`src/rtl/oq_pkg.sv`:
```
// Shared definitions for the SRAM output-queue memory word format and
// the unpacker state machine.
package oq_pkg;

    localparam int PAYLOAD_LSB = 10;
    localparam int BYTES_MSB   = 9;
    localparam int BYTES_LSB   = 5;
    localparam int KIND_MSB    = 4;
    localparam int KIND_LSB    = 2;
    localparam int LAST_BIT    = 1;
    localparam int LANE_BITS   = 64;

    localparam logic [KIND_MSB-KIND_LSB:0] KIND_HDR = '0;

    typedef enum logic [1:0] {
        HDR   = 2'd0,
        DATA  = 2'd1,
        FLUSH = 2'd2
    } oq_state_e;

endpackage

```
`src/rtl/oq_lane_accumulator.sv`:
```
// Merge/shift datapath: packs memory payloads into 64-bit lanes and
// exposes the low DATA_WIDTH bits of the post-merge view as the next beat.
module oq_lane_accumulator
    import oq_pkg::*;
#(
    parameter int DATA_WIDTH  = 256,
    parameter int MEM_PAYLOAD = 192,
    parameter int CNT_W       = 3
) (
    input  logic                   clk,
    input  logic                   reset,
    input  logic                   wr,
    input  logic                   shift,
    input  logic                   clear,
    input  logic [MEM_PAYLOAD-1:0] payload,
    output logic [DATA_WIDTH-1:0]  beat,
    output logic [CNT_W-1:0]       cnt,
    output logic [CNT_W-1:0]       merged_cnt
);

    localparam int ACC_W      = DATA_WIDTH + MEM_PAYLOAD;
    localparam int DATA_LANES = DATA_WIDTH / LANE_BITS;
    localparam int WORD_LANES = MEM_PAYLOAD / LANE_BITS;

    logic [ACC_W-1:0] acc_q, acc_d, acc_m;
    logic [CNT_W-1:0] cnt_q, cnt_d, cnt_m;
    logic [CNT_W+5:0] lane_base;

    // acc_m is the view after this cycle's write, so a beat can leave in
    // the same cycle the completing word is consumed.
    always_comb begin
        acc_m     = acc_q;
        cnt_m     = cnt_q;
        lane_base = {cnt_q, 6'd0};
        if (wr) begin
            acc_m[lane_base +: MEM_PAYLOAD] = payload;
            cnt_m = cnt_q + CNT_W'(WORD_LANES);
        end
        acc_d = acc_m;
        cnt_d = cnt_m;
        if (clear) begin
            acc_d = '0;
            cnt_d = '0;
        end else if (shift) begin
            acc_d = acc_m >> DATA_WIDTH;
            cnt_d = cnt_m - CNT_W'(DATA_LANES);
        end
    end

    always_ff @(posedge clk) begin
        if (reset) begin
            acc_q <= '0;
            cnt_q <= '0;
        end else begin
            acc_q <= acc_d;
            cnt_q <= cnt_d;
        end
    end

    assign beat       = acc_m[DATA_WIDTH-1:0];
    assign cnt        = cnt_q;
    assign merged_cnt = cnt_m;

endmodule

```
`src/rtl/oq_mem_unpacker.sv`:
```
// Rebuilds an AXI4-Stream packet from packed output-queue memory words,
// with residue flushing, malformed-packet recovery and statistics.
module oq_mem_unpacker
    import oq_pkg::*;
#(
    parameter int DATA_WIDTH  = 256,
    parameter int TUSER_WIDTH = 128,
    parameter int MEM_PAYLOAD = 192,
    parameter int MEM_WIDTH   = MEM_PAYLOAD + 10
) (
    input  logic                    clk,
    input  logic                    reset,
    input  logic [MEM_WIDTH-1:0]    din,
    input  logic                    empty,
    output logic                    rd_en,
    output logic [DATA_WIDTH-1:0]   m_axis_tdata,
    output logic [TUSER_WIDTH-1:0]  m_axis_tuser,
    output logic [DATA_WIDTH/8-1:0] m_axis_tstrb,
    output logic                    m_axis_tlast,
    output logic                    m_axis_tvalid,
    input  logic                    m_axis_tready,
    output logic [31:0]             pkt_count,
    output logic [15:0]             err_count
);

    localparam int DATA_BYTES = DATA_WIDTH / 8;
    localparam int PAY_BYTES  = MEM_PAYLOAD / 8;
    localparam int DATA_LANES = DATA_WIDTH / LANE_BITS;
    localparam int CNT_W      = $clog2((DATA_WIDTH + MEM_PAYLOAD) / LANE_BITS + 1);

    function automatic logic [DATA_BYTES-1:0] strb_for(input logic [15:0] nbytes);
        logic [DATA_BYTES-1:0] m;
        m = '0;
        for (int unsigned i = 0; i < DATA_BYTES; i++)
            if (16'(i) < nbytes) m[i] = 1'b1;
        return m;
    endfunction

    function automatic logic [DATA_WIDTH-1:0] mask_bytes(input logic [DATA_WIDTH-1:0] d,
                                                         input logic [DATA_BYTES-1:0] s);
        logic [DATA_WIDTH-1:0] r;
        for (int unsigned i = 0; i < DATA_BYTES; i++)
            r[i*8 +: 8] = s[i] ? d[i*8 +: 8] : 8'h00;
        return r;
    endfunction

    oq_state_e state_q, state_d;
    logic [TUSER_WIDTH-1:0] hdr_user_q, hdr_user_d;
    logic                   first_q, first_d;
    logic [15:0]            res_bytes_q, res_bytes_d;
    logic [DATA_WIDTH-1:0]  tdata_q, tdata_d;
    logic [TUSER_WIDTH-1:0] tuser_q, tuser_d;
    logic [DATA_BYTES-1:0]  tstrb_q, tstrb_d;
    logic                   tlast_q, tlast_d;
    logic                   tvalid_q, tvalid_d;
    logic [31:0]            pkt_q, pkt_d;
    logic [15:0]            err_q, err_d;

    logic [MEM_PAYLOAD-1:0]       w_payload;
    logic [BYTES_MSB-BYTES_LSB:0] w_bytes;
    logic                         w_last, is_hdr;
    logic                         out_free, head_avail, pop;
    logic                         acc_wr, acc_shift, acc_clear;
    logic [DATA_WIDTH-1:0]        acc_beat;
    logic [CNT_W-1:0]             acc_cnt, acc_mcnt;
    logic                         emit, emit_last, pkt_inc, err_inc;
    logic [DATA_BYTES-1:0]        emit_strb;
    logic [15:0]                  word_bytes, rem;
    logic                         unused_din;

    assign w_payload  = din[MEM_WIDTH-1:PAYLOAD_LSB];
    assign w_bytes    = din[BYTES_MSB:BYTES_LSB];
    assign w_last     = din[LAST_BIT];
    assign is_hdr     = (din[KIND_MSB:KIND_LSB] == KIND_HDR);
    assign unused_din = din[0];

    oq_lane_accumulator #(
        .DATA_WIDTH (DATA_WIDTH),
        .MEM_PAYLOAD(MEM_PAYLOAD),
        .CNT_W      (CNT_W)
    ) u_acc (
        .clk       (clk),
        .reset     (reset),
        .wr        (acc_wr),
        .shift     (acc_shift),
        .clear     (acc_clear),
        .payload   (w_payload),
        .beat      (acc_beat),
        .cnt       (acc_cnt),
        .merged_cnt(acc_mcnt)
    );

    always_comb begin
        out_free   = !tvalid_q || m_axis_tready;
        head_avail = !empty && !reset && out_free;
        // A header seen in DATA stays in the FIFO; it starts the next packet.
        pop        = head_avail && (state_q == HDR || (state_q == DATA && !is_hdr));
        word_bytes = (w_bytes == '0) ? 16'(PAY_BYTES) : 16'(w_bytes);
        rem        = 16'(acc_cnt) * 16'd8 + word_bytes;

        state_d     = state_q;
        hdr_user_d  = hdr_user_q;
        first_d     = first_q;
        res_bytes_d = res_bytes_q;
        acc_wr      = 1'b0;
        acc_shift   = 1'b0;
        acc_clear   = 1'b0;
        emit        = 1'b0;
        emit_last   = 1'b0;
        emit_strb   = '0;
        pkt_inc     = 1'b0;
        err_inc     = 1'b0;

        case (state_q)
            HDR: begin
                if (pop) begin
                    if (is_hdr && !w_last) begin
                        hdr_user_d = w_payload[TUSER_WIDTH-1:0];
                        first_d    = 1'b1;
                        state_d    = DATA;
                    end else begin
                        err_inc = 1'b1;
                    end
                end
            end
            DATA: begin
                if (head_avail) begin
                    if (is_hdr) begin
                        err_inc   = 1'b1;
                        acc_clear = 1'b1;
                        state_d   = HDR;
                        if (acc_cnt != '0) begin
                            emit      = 1'b1;
                            emit_last = 1'b1;
                            emit_strb = strb_for(16'(acc_cnt) * 16'd8);
                            pkt_inc   = 1'b1;
                        end
                    end else begin
                        acc_wr = 1'b1;
                        if (!w_last) begin
                            if (acc_mcnt >= CNT_W'(DATA_LANES)) begin
                                emit      = 1'b1;
                                emit_strb = '1;
                                acc_shift = 1'b1;
                            end
                        end else if (rem <= 16'(DATA_BYTES)) begin
                            emit      = 1'b1;
                            emit_last = 1'b1;
                            emit_strb = strb_for(rem);
                            acc_clear = 1'b1;
                            pkt_inc   = 1'b1;
                            state_d   = HDR;
                        end else begin
                            emit        = 1'b1;
                            emit_strb   = '1;
                            acc_shift   = 1'b1;
                            res_bytes_d = rem - 16'(DATA_BYTES);
                            state_d     = FLUSH;
                        end
                    end
                end
            end
            FLUSH: begin
                if (out_free) begin
                    emit      = 1'b1;
                    emit_last = 1'b1;
                    emit_strb = strb_for(res_bytes_q);
                    acc_clear = 1'b1;
                    pkt_inc   = 1'b1;
                    state_d   = HDR;
                end
            end
            default: state_d = HDR;
        endcase

        tdata_d  = tdata_q;
        tuser_d  = tuser_q;
        tstrb_d  = tstrb_q;
        tlast_d  = tlast_q;
        tvalid_d = tvalid_q;
        if (out_free) begin
            tvalid_d = emit;
            if (emit) begin
                tdata_d = emit_last ? mask_bytes(acc_beat, emit_strb) : acc_beat;
                tstrb_d = emit_strb;
                tlast_d = emit_last;
                tuser_d = first_q ? hdr_user_q : '0;
                first_d = 1'b0;
            end
        end

        pkt_d = pkt_inc ? pkt_q + 32'd1 : pkt_q;
        err_d = (err_inc && err_q != 16'hFFFF) ? err_q + 16'd1 : err_q;
    end

    always_ff @(posedge clk) begin
        if (reset) begin
            state_q     <= HDR;
            hdr_user_q  <= '0;
            first_q     <= 1'b0;
            res_bytes_q <= '0;
            tdata_q     <= '0;
            tuser_q     <= '0;
            tstrb_q     <= '0;
            tlast_q     <= 1'b0;
            tvalid_q    <= 1'b0;
            pkt_q       <= '0;
            err_q       <= '0;
        end else begin
            state_q     <= state_d;
            hdr_user_q  <= hdr_user_d;
            first_q     <= first_d;
            res_bytes_q <= res_bytes_d;
            tdata_q     <= tdata_d;
            tuser_q     <= tuser_d;
            tstrb_q     <= tstrb_d;
            tlast_q     <= tlast_d;
            tvalid_q    <= tvalid_d;
            pkt_q       <= pkt_d;
            err_q       <= err_d;
        end
    end

    assign rd_en         = pop;
    assign m_axis_tdata  = tdata_q;
    assign m_axis_tuser  = tuser_q;
    assign m_axis_tstrb  = tstrb_q;
    assign m_axis_tlast  = tlast_q;
    assign m_axis_tvalid = tvalid_q;
    assign pkt_count     = pkt_q;
    assign err_count     = err_q;

endmodule

```
`config.mk`:
```
export PLATFORM = sky130hd
export DESIGN_NAME = oq_mem_unpacker
export DESIGN_NICKNAME = d
export VERILOG_FILES = /design/src/rtl/oq_pkg.sv /design/src/rtl/oq_lane_accumulator.sv /design/src/rtl/oq_mem_unpacker.sv
export SDC_FILE = /design/constraint.sdc
export NUM_CORES = 2
export LEC_CHECK = 0
export BUFFER_PORTS_ARGS = -buffer_cell sky130_fd_sc_hd__buf_4
export CAP_MARGIN = 20
export CORE_MARGIN = 2
export CORE_UTILIZATION = 50
export CTS_CLUSTER_DIAMETER = 150
export DETAILED_ROUTE_END_ITERATION = 16
export GPL_TIMING_DRIVEN = 0
export HOLD_SLACK_MARGIN = 0.12
export PLACE_DENSITY = 0.71
export SETUP_SLACK_MARGIN = 0.3
export SLEW_MARGIN = 40
export SYNTH_ARGS = -nofsm -noshare
export SYNTH_HDL_FRONTEND = slang
export SYNTH_SLANG_ARGS = --single-unit
```
`constraint.sdc`:
```
create_clock -name clk -period 7.65 [get_ports clk]
set_input_delay 0.765 -clock clk [delete_from_list [all_inputs] [get_ports clk]]
set_output_delay 0.765 -clock clk [all_outputs]
set_load 0.005 [all_outputs]
```
Word-level counts from Yosys, hierarchy flattened
Cells that the tools add are included.
{"block": "word_totals", "reg_bits": 1064, "in_bits": 206, "output_inout_bits": 467, "word_cells": 339}
{"block": "op_classes", "n_addsub": 7, "order_cmp": 98, "n_eq_ne": 8, "shift": 2, "muxes": 185, "bitwise_logic": 2, "reduce_logical": 23}
{"cell": "bitwise mux 448 bit", "count": 1}
{"cell": "2-to-1 mux 448 bit", "count": 1}
{"cell": "variable shift 192 x 11 -> 448 bit (first input constant)", "count": 1}
{"cell": "indexed part select 192 x 11 -> 448 bit", "count": 1}
{"cell": "less-than comparator 5 x 16 -> 1 bit (first input constant)", "count": 16}
{"cell": "2-to-1 mux 256 bit", "count": 1}
{"cell": "2-to-1 mux 8 bit", "count": 32}
{"cell": "2-to-1 mux 32 bit", "count": 7}
{"cell": "2-to-1 mux 192 bit", "count": 1}
{"cell": "less-than comparator 4 x 16 -> 1 bit (first input constant)", "count": 8}
{"cell": "2-to-1 mux 128 bit", "count": 1}
{"cell": "2-to-1 mux 1 bit", "count": 125}
{"cell": "less-than comparator 5 x 7 -> 1 bit (first input constant)", "count": 16}
{"cell": "less-than comparator 5 x 6 -> 1 bit (first input constant)", "count": 16}
{"cell": "less-than comparator 3 x 16 -> 1 bit (first input constant)", "count": 4}
{"cell": "one-hot mux 32 bit (2 select lines)", "count": 1}
{"cell": "less-than comparator 4 x 7 -> 1 bit (first input constant)", "count": 8}
{"cell": "less-than comparator 4 x 6 -> 1 bit (first input constant)", "count": 8}
{"cell": "adder 32 x 1 -> 32 bit (second input constant)", "count": 1}
{"cell": "less-than comparator 1 x 16 -> 1 bit (first input constant)", "count": 2}
{"cell": "less-than comparator 2 x 16 -> 1 bit (first input constant)", "count": 2}
{"cell": "less-than comparator 3 x 7 -> 1 bit (first input constant)", "count": 4}
{"cell": "less-than comparator 3 x 6 -> 1 bit (first input constant)", "count": 4}
{"cell": "adder 16 x 1 -> 16 bit (second input constant)", "count": 1}
{"cell": "35 further kinds", "count": 63}

Longest topological paths before layout
{"block": "depth", "word_depth": 14, "mapped_depth": 20, "ltp_nobuf": 14}

By module
From an unflattened synthesis, not the netlist that was laid out.
{"block": "hier_totals", "hier_cells": 5379, "hier_area_um2": 48758.0}
{"module": "oq_lane_accumulator", "instances": 1, "cells_each": 3338, "area_per_inst_um2": 27716.6, "seq_area_each_um2": 9028.7}
{"module": "oq_mem_unpacker", "instances": 1, "cells_each": 2041, "area_per_inst_um2": 21041.4, "seq_area_each_um2": 12111.6}

Worst setup path after synthesis
Ideal clock, no wire load.
{"block": "synth_timing", "path_type": "in2reg", "start": "input din[5]", "end": "register tdata_q[192] (netlist: m_axis_tdata[192])", "setup_time_ns": 0.117, "arrival_time_ns": 4.329, "t_required_ns": 7.533, "setup_slack_ns": 3.203, "path_stages": 17, "path_buffers": 3, "path_cell_list": "buf_2 or3_1 clkbuf_1 o21bai_1 ha_1 inv_1 fa_1 xor2_1 inv_1 ha_1 nor4b_1 a21o_1 a221o_1 nand2_1 or3_1 buf_2 a32o_1"}
{"block": "synth_via", "elab_chain_cells": 12, "word_cells_on_any_way": 18, "cone_classes": "1 x add/sub; 2 x order compare; 14 x mux; 1 x reduce/logical"}
{"item": "start: declaration", "line": "oq_mem_unpacker.sv:13", "text": "input logic [MEM_WIDTH-1:0] din,"}
{"item": "zero test 5 bit", "line": "oq_mem_unpacker.sv:98", "text": "word_bytes = (w_bytes == '0) ? 16'(PAY_BYTES) : 16'(w_bytes);"}
{"item": "2-to-1 mux 5 bit (*)", "line": "oq_mem_unpacker.sv:98"}
{"item": "adder 6 x 5 -> 7 bit (*)", "line": "oq_mem_unpacker.sv:99", "text": "rem = 16'(acc_cnt) * 16'd8 + word_bytes;"}
{"item": "less-than comparator 5 x 7 -> 1 bit", "line": "oq_mem_unpacker.sv:35", "text": "if (16'(i) < nbytes) m[i] = 1'b1;"}
{"item": "2-to-1 mux 1 bit", "line": "oq_mem_unpacker.sv:35"}
{"item": "2-to-1 mux 32 bit", "line": "oq_mem_unpacker.sv:146", "text": "end else if (rem <= 16'(DATA_BYTES)) begin"}
{"item": "2-to-1 mux 32 bit", "line": "oq_mem_unpacker.sv:140", "text": "if (!w_last) begin"}
{"item": "2-to-1 mux 32 bit", "line": "oq_mem_unpacker.sv:128", "text": "if (is_hdr) begin"}
{"item": "2-to-1 mux 32 bit", "line": "oq_mem_unpacker.sv:127", "text": "if (head_avail) begin"}
{"item": "one-hot mux 32 bit (2 select lines)", "line": "oq_mem_unpacker.sv:114", "text": "case (state_q)"}
{"item": "2-to-1 mux 8 bit", "line": "oq_mem_unpacker.sv:43", "text": "r[i*8 +: 8] = s[i] ? d[i*8 +: 8] : 8'h00;"}
{"item": "2-to-1 mux 256 bit (*)", "line": "oq_mem_unpacker.sv:184", "text": "tdata_d = emit_last ? mask_bytes(acc_beat, emit_strb) : acc_beat;"}
{"item": "end signal: assignment", "line": "oq_mem_unpacker.sv:214", "text": "tdata_q <= tdata_d;"}
{"item": "end: declaration", "line": "oq_mem_unpacker.sv:51", "text": "logic [DATA_WIDTH-1:0] tdata_q, tdata_d;"}
Mark *: on every way between the ends. The rest lies on a longest branch, timed or not.
A chain may end at the register's enable or synchronous reset.

Worst setup path after layout
{"block": "layout_timing", "start": "input din[7]", "end": "register u_acc.acc_q[27]"}
{"block": "layout_via", "elab_chain_cells": 10, "word_cells_on_any_way": 16, "cone_classes": "1 x add/sub; 1 x order compare; 12 x mux; 2 x reduce/logical"}
{"item": "zero test 5 bit", "line": "oq_mem_unpacker.sv:98"}
{"item": "2-to-1 mux 5 bit (*)", "line": "oq_mem_unpacker.sv:98"}
{"item": "adder 6 x 5 -> 7 bit (*)", "line": "oq_mem_unpacker.sv:99"}
{"item": "less-or-equal comparator 7 x 6 -> 1 bit (*)", "line": "oq_mem_unpacker.sv:146"}
{"item": "2-to-1 mux 1 bit", "line": "oq_mem_unpacker.sv:146"}
{"item": "2-to-1 mux 1 bit", "line": "oq_mem_unpacker.sv:140"}
{"item": "2-to-1 mux 1 bit", "line": "oq_mem_unpacker.sv:128"}
{"item": "2-to-1 mux 1 bit", "line": "oq_mem_unpacker.sv:127"}
{"item": "one-hot mux 1 bit (2 select lines) or 2-to-1 mux 1 bit (tied branches)", "line": "oq_mem_unpacker.sv:114"}
{"item": "OR reduction 2 bit (no line) or 2-to-1 mux 192 bit (tied branches)"}
{"item": "end signal: assignment", "line": "oq_lane_accumulator.sv:52", "text": "acc_q <= '0;"}
{"item": "end signal: assignment", "line": "oq_lane_accumulator.sv:55", "text": "acc_q <= acc_d;"}
{"item": "end: declaration", "line": "oq_lane_accumulator.sv:25", "text": "logic [ACC_W-1:0] acc_q, acc_d, acc_m;"}
Marked as above.

==> results.ini <==
[run_status]
status = completed

[drt]
firstDrtPassIters = 7
routedWlPerCell_um = 30.8
vias_per_cell = 6.46
wl_mm = 229
vias = 48100
drc = 0
first_iter_violations = 6761
ant_nets = 0

[layout]
nNetsFinal = 6371
post-route-cell-area_um2 = 56000
drive_gt1_frac = 0.188
final_cell_mix = dfxtp_1 (1,056), nand2_1 (765), buf_4 (687)
n_fill_cell = 8235
layout_commonest_cell = dfxtp_1
multiInputGateArea_um2 = 22300
seq_area_um2 = 21100
finish.utilization = 0.623
area_growth_syn_to_layout_pct = 23.4

[sta]
period_needed_ps = 6130
tns_ps = 0
worst_pin_slew_ps = 1030
rsz0062_at_grt = false
period_share = 0.801
clock_skew_ps = 33.7
final-setup-viol-count = 0
drv_slew = 0
report.final.hold_viol_count = 0
whs_ps = 302
fmax_mhz = 163
slew_headroom = 0.303

[die]
row_count = 110
die_h_um = 305
num_io_pins = 673
initial_core_util = 0.504
die_area_um2 = 93200
die_w_um = 305
coreArea_um2 = 90000

[placed_design]
place_congestion = 1.06
place_hpwl_mm = 177
portBuffers = 666
dpl_cell_area_um2 = 52300

[worst_setup_path]
worstPathArrival_ps = 6700
crit_fanout = 10
worst_r2r_path_depth = 14
end_kind = register
critPathKind = input port to register
cp-start-kind = input port
worstPathRequired_ps = 8220

[worst_hold_path]
hold_class = input port to register
hold_depth = 3

[yosys]
syn-instance-count = 5363
avgSynthCellArea_um2 = 8.46
synth.cell_area_um2 = 45400
ys_seq_elements = 1056
synth.distinct_cells = 79
yosysWarnings = 0
seq_area_frac_synth = 0.466
syn_nets = 5582
ys.flop_type = dfxtp_1
synth_enable_flop_cells = 0
ys_async_sr_fraction = 0

[clocking]
cts_max_path_buffers = 3
cts_buffers = 109
clk_latency_ps = 740
clock_sinks = 1056
clock_tree.root_cell = clkbuf_16
cts_tree = yes
hold_buffers = 0
htreeDepth = 3
cts_resized = 0
post_cts_buffers = 0
clkTransAtPathRegs_ps = 60

[global_routing]
grt_max_degree = 16
overflow = 0
track_usage = 0.471
antenna_found_initial = 33
grt_pass1_vias = 43900
grt_first_pass_wirelength_mm = 318

[run]
maxCapViolations = 0

[power_and_ir_drop]
finalPower_mw = 11.7
power_density_nw_per_um2 = 209
ir_drop_v = 0.000232
leakage_nw = 20.2

==> layer usage <==
metal  global-route usage  wire length, um  up-vias
met3                0.181            31800      760
met1                0.590            85500    23200
met4                0.333            19000       10
met2                0.662            93100     3296
met5                    0               63        -
li1                     -                -    20900
==> sequential cells by signal (all words and copies together) (netlist names) <==
signal         count
err_count         16
hdr_user_q       128
m_axis_tdata     256
m_axis_tuser     128
state_q            2
pkt_count         32
u_acc.acc_q      448
m_axis_tlast       1
first_q            1
m_axis_tstrb      32
m_axis_tvalid      1
u_acc.cnt          3
res_bytes_q        8
==> Yosys cell counts, drive strengths merged, types with 10 or more instances <==
library cell / number / area (um^2)
nand3: 204 / 1030
nor3: 28 / 175
o22ai: 128 / 801
nor2: 647 / 2430
a211oi: 72 / 566
a2bb2oi: 32 / 280
o311ai: 54 / 473
o21ai: 294 / 1480
a221o: 22 / 220
or3: 18 / 113
xnor2: 20 / 175
buf: 174 / 941
xor2: 23 / 201
o211ai: 36 / 270
nor2b: 60 / 375
o41ai: 18 / 278
ha: 12 / 150
nor4: 15 / 119
o31ai: 32 / 240
and3: 17 / 106
a32o: 78 / 781
a22o: 59 / 517
dfxtp: 1056 / 21100
a21o: 14 / 105
clkbuf: 345 / 1300
o2bb2ai: 10 / 87.6
o211a: 15 / 150
a21oi: 493 / 2470
inv: 13 / 48.8
a22oi: 160 / 1200
nand4: 25 / 163
mux2: 84 / 946
o32ai: 97 / 850
nand2: 765 / 2870
mux2i: 180 / 1800
==> cell type report <==
cell class,instances,area share
multi-input combinational,3775,0.397
clock buffer,159,0.0563
sequential,1056,0.377
tap,1176,0.0263
clock inverter,40,0.00844
timing repair buffer,678,0.0914
antenna,31,0.00138
buffer,519,0.0406
inverter,13,0.000871
==> power breakdown <==
| part | internal (mW) | leakage, nW | switching, mW |
|---|---|---|---|
| Clock | 3.10 | 1.78 | 2.41 |
| Combinational | 0.179 | 9.92 | 0.519 |
| Sequential | 5.51 | 8.50 | 0.00496 |
==> critical path, cell delays in order <==
cell and delay [ps]:
buf_4 120, clkbuf_1 270, or3_1 380, clkbuf_1 200, o21bai_1 180, ha_1 190, inv_1 50, fa_1 370
xor2_1 300, inv_1 140, ha_1 220, nor4b_1 180, a21oi_1 680, a21oi_1 240, nor2_1 620, buf_2 420
clkbuf_1 640, clkbuf_1 530, a211oi_1 180
==> worst paths after layout <==
kind	from	end	slack [ps]
setup reg to reg	u_acc.cnt[0]$_SDFF_PP0_	u_acc.acc_q[27]$_SDFF_PP0_	2240
hold reg to reg	m_axis_tuser[96]$_SDFFE_PP0P_	m_axis_tuser[96]$_SDFFE_PP0P_	450
hold / removal	din[136]	hdr_user_q[126]$_SDFFE_PP0P_	300
setup / recovery	din[7]	u_acc.acc_q[27]$_SDFF_PP0_	1520
==> logic make-up after synthesis <==
group                      Yosys count  synth area share
xor gates and xnor gates            43           0.00830
adders and majority gates           13           0.00375
AOI/OAI and AO/OA                 1642             0.243
and+or+nand+nor                   1813             0.168
DFF                               1056             0.466
muxes                              264            0.0605
buffers and inverters              532            0.0504
==> stage by stage <==
step | setup WS (ps) | cells
floorplan | 3200 | 5363
global placement | 1140 | 7205
detailed placement | 1040 | 7216
CTS | 1790 | 7415
global route | 1510 | 7427
finish | 1520 | 7447
Power figures use the tool's default switching activity.
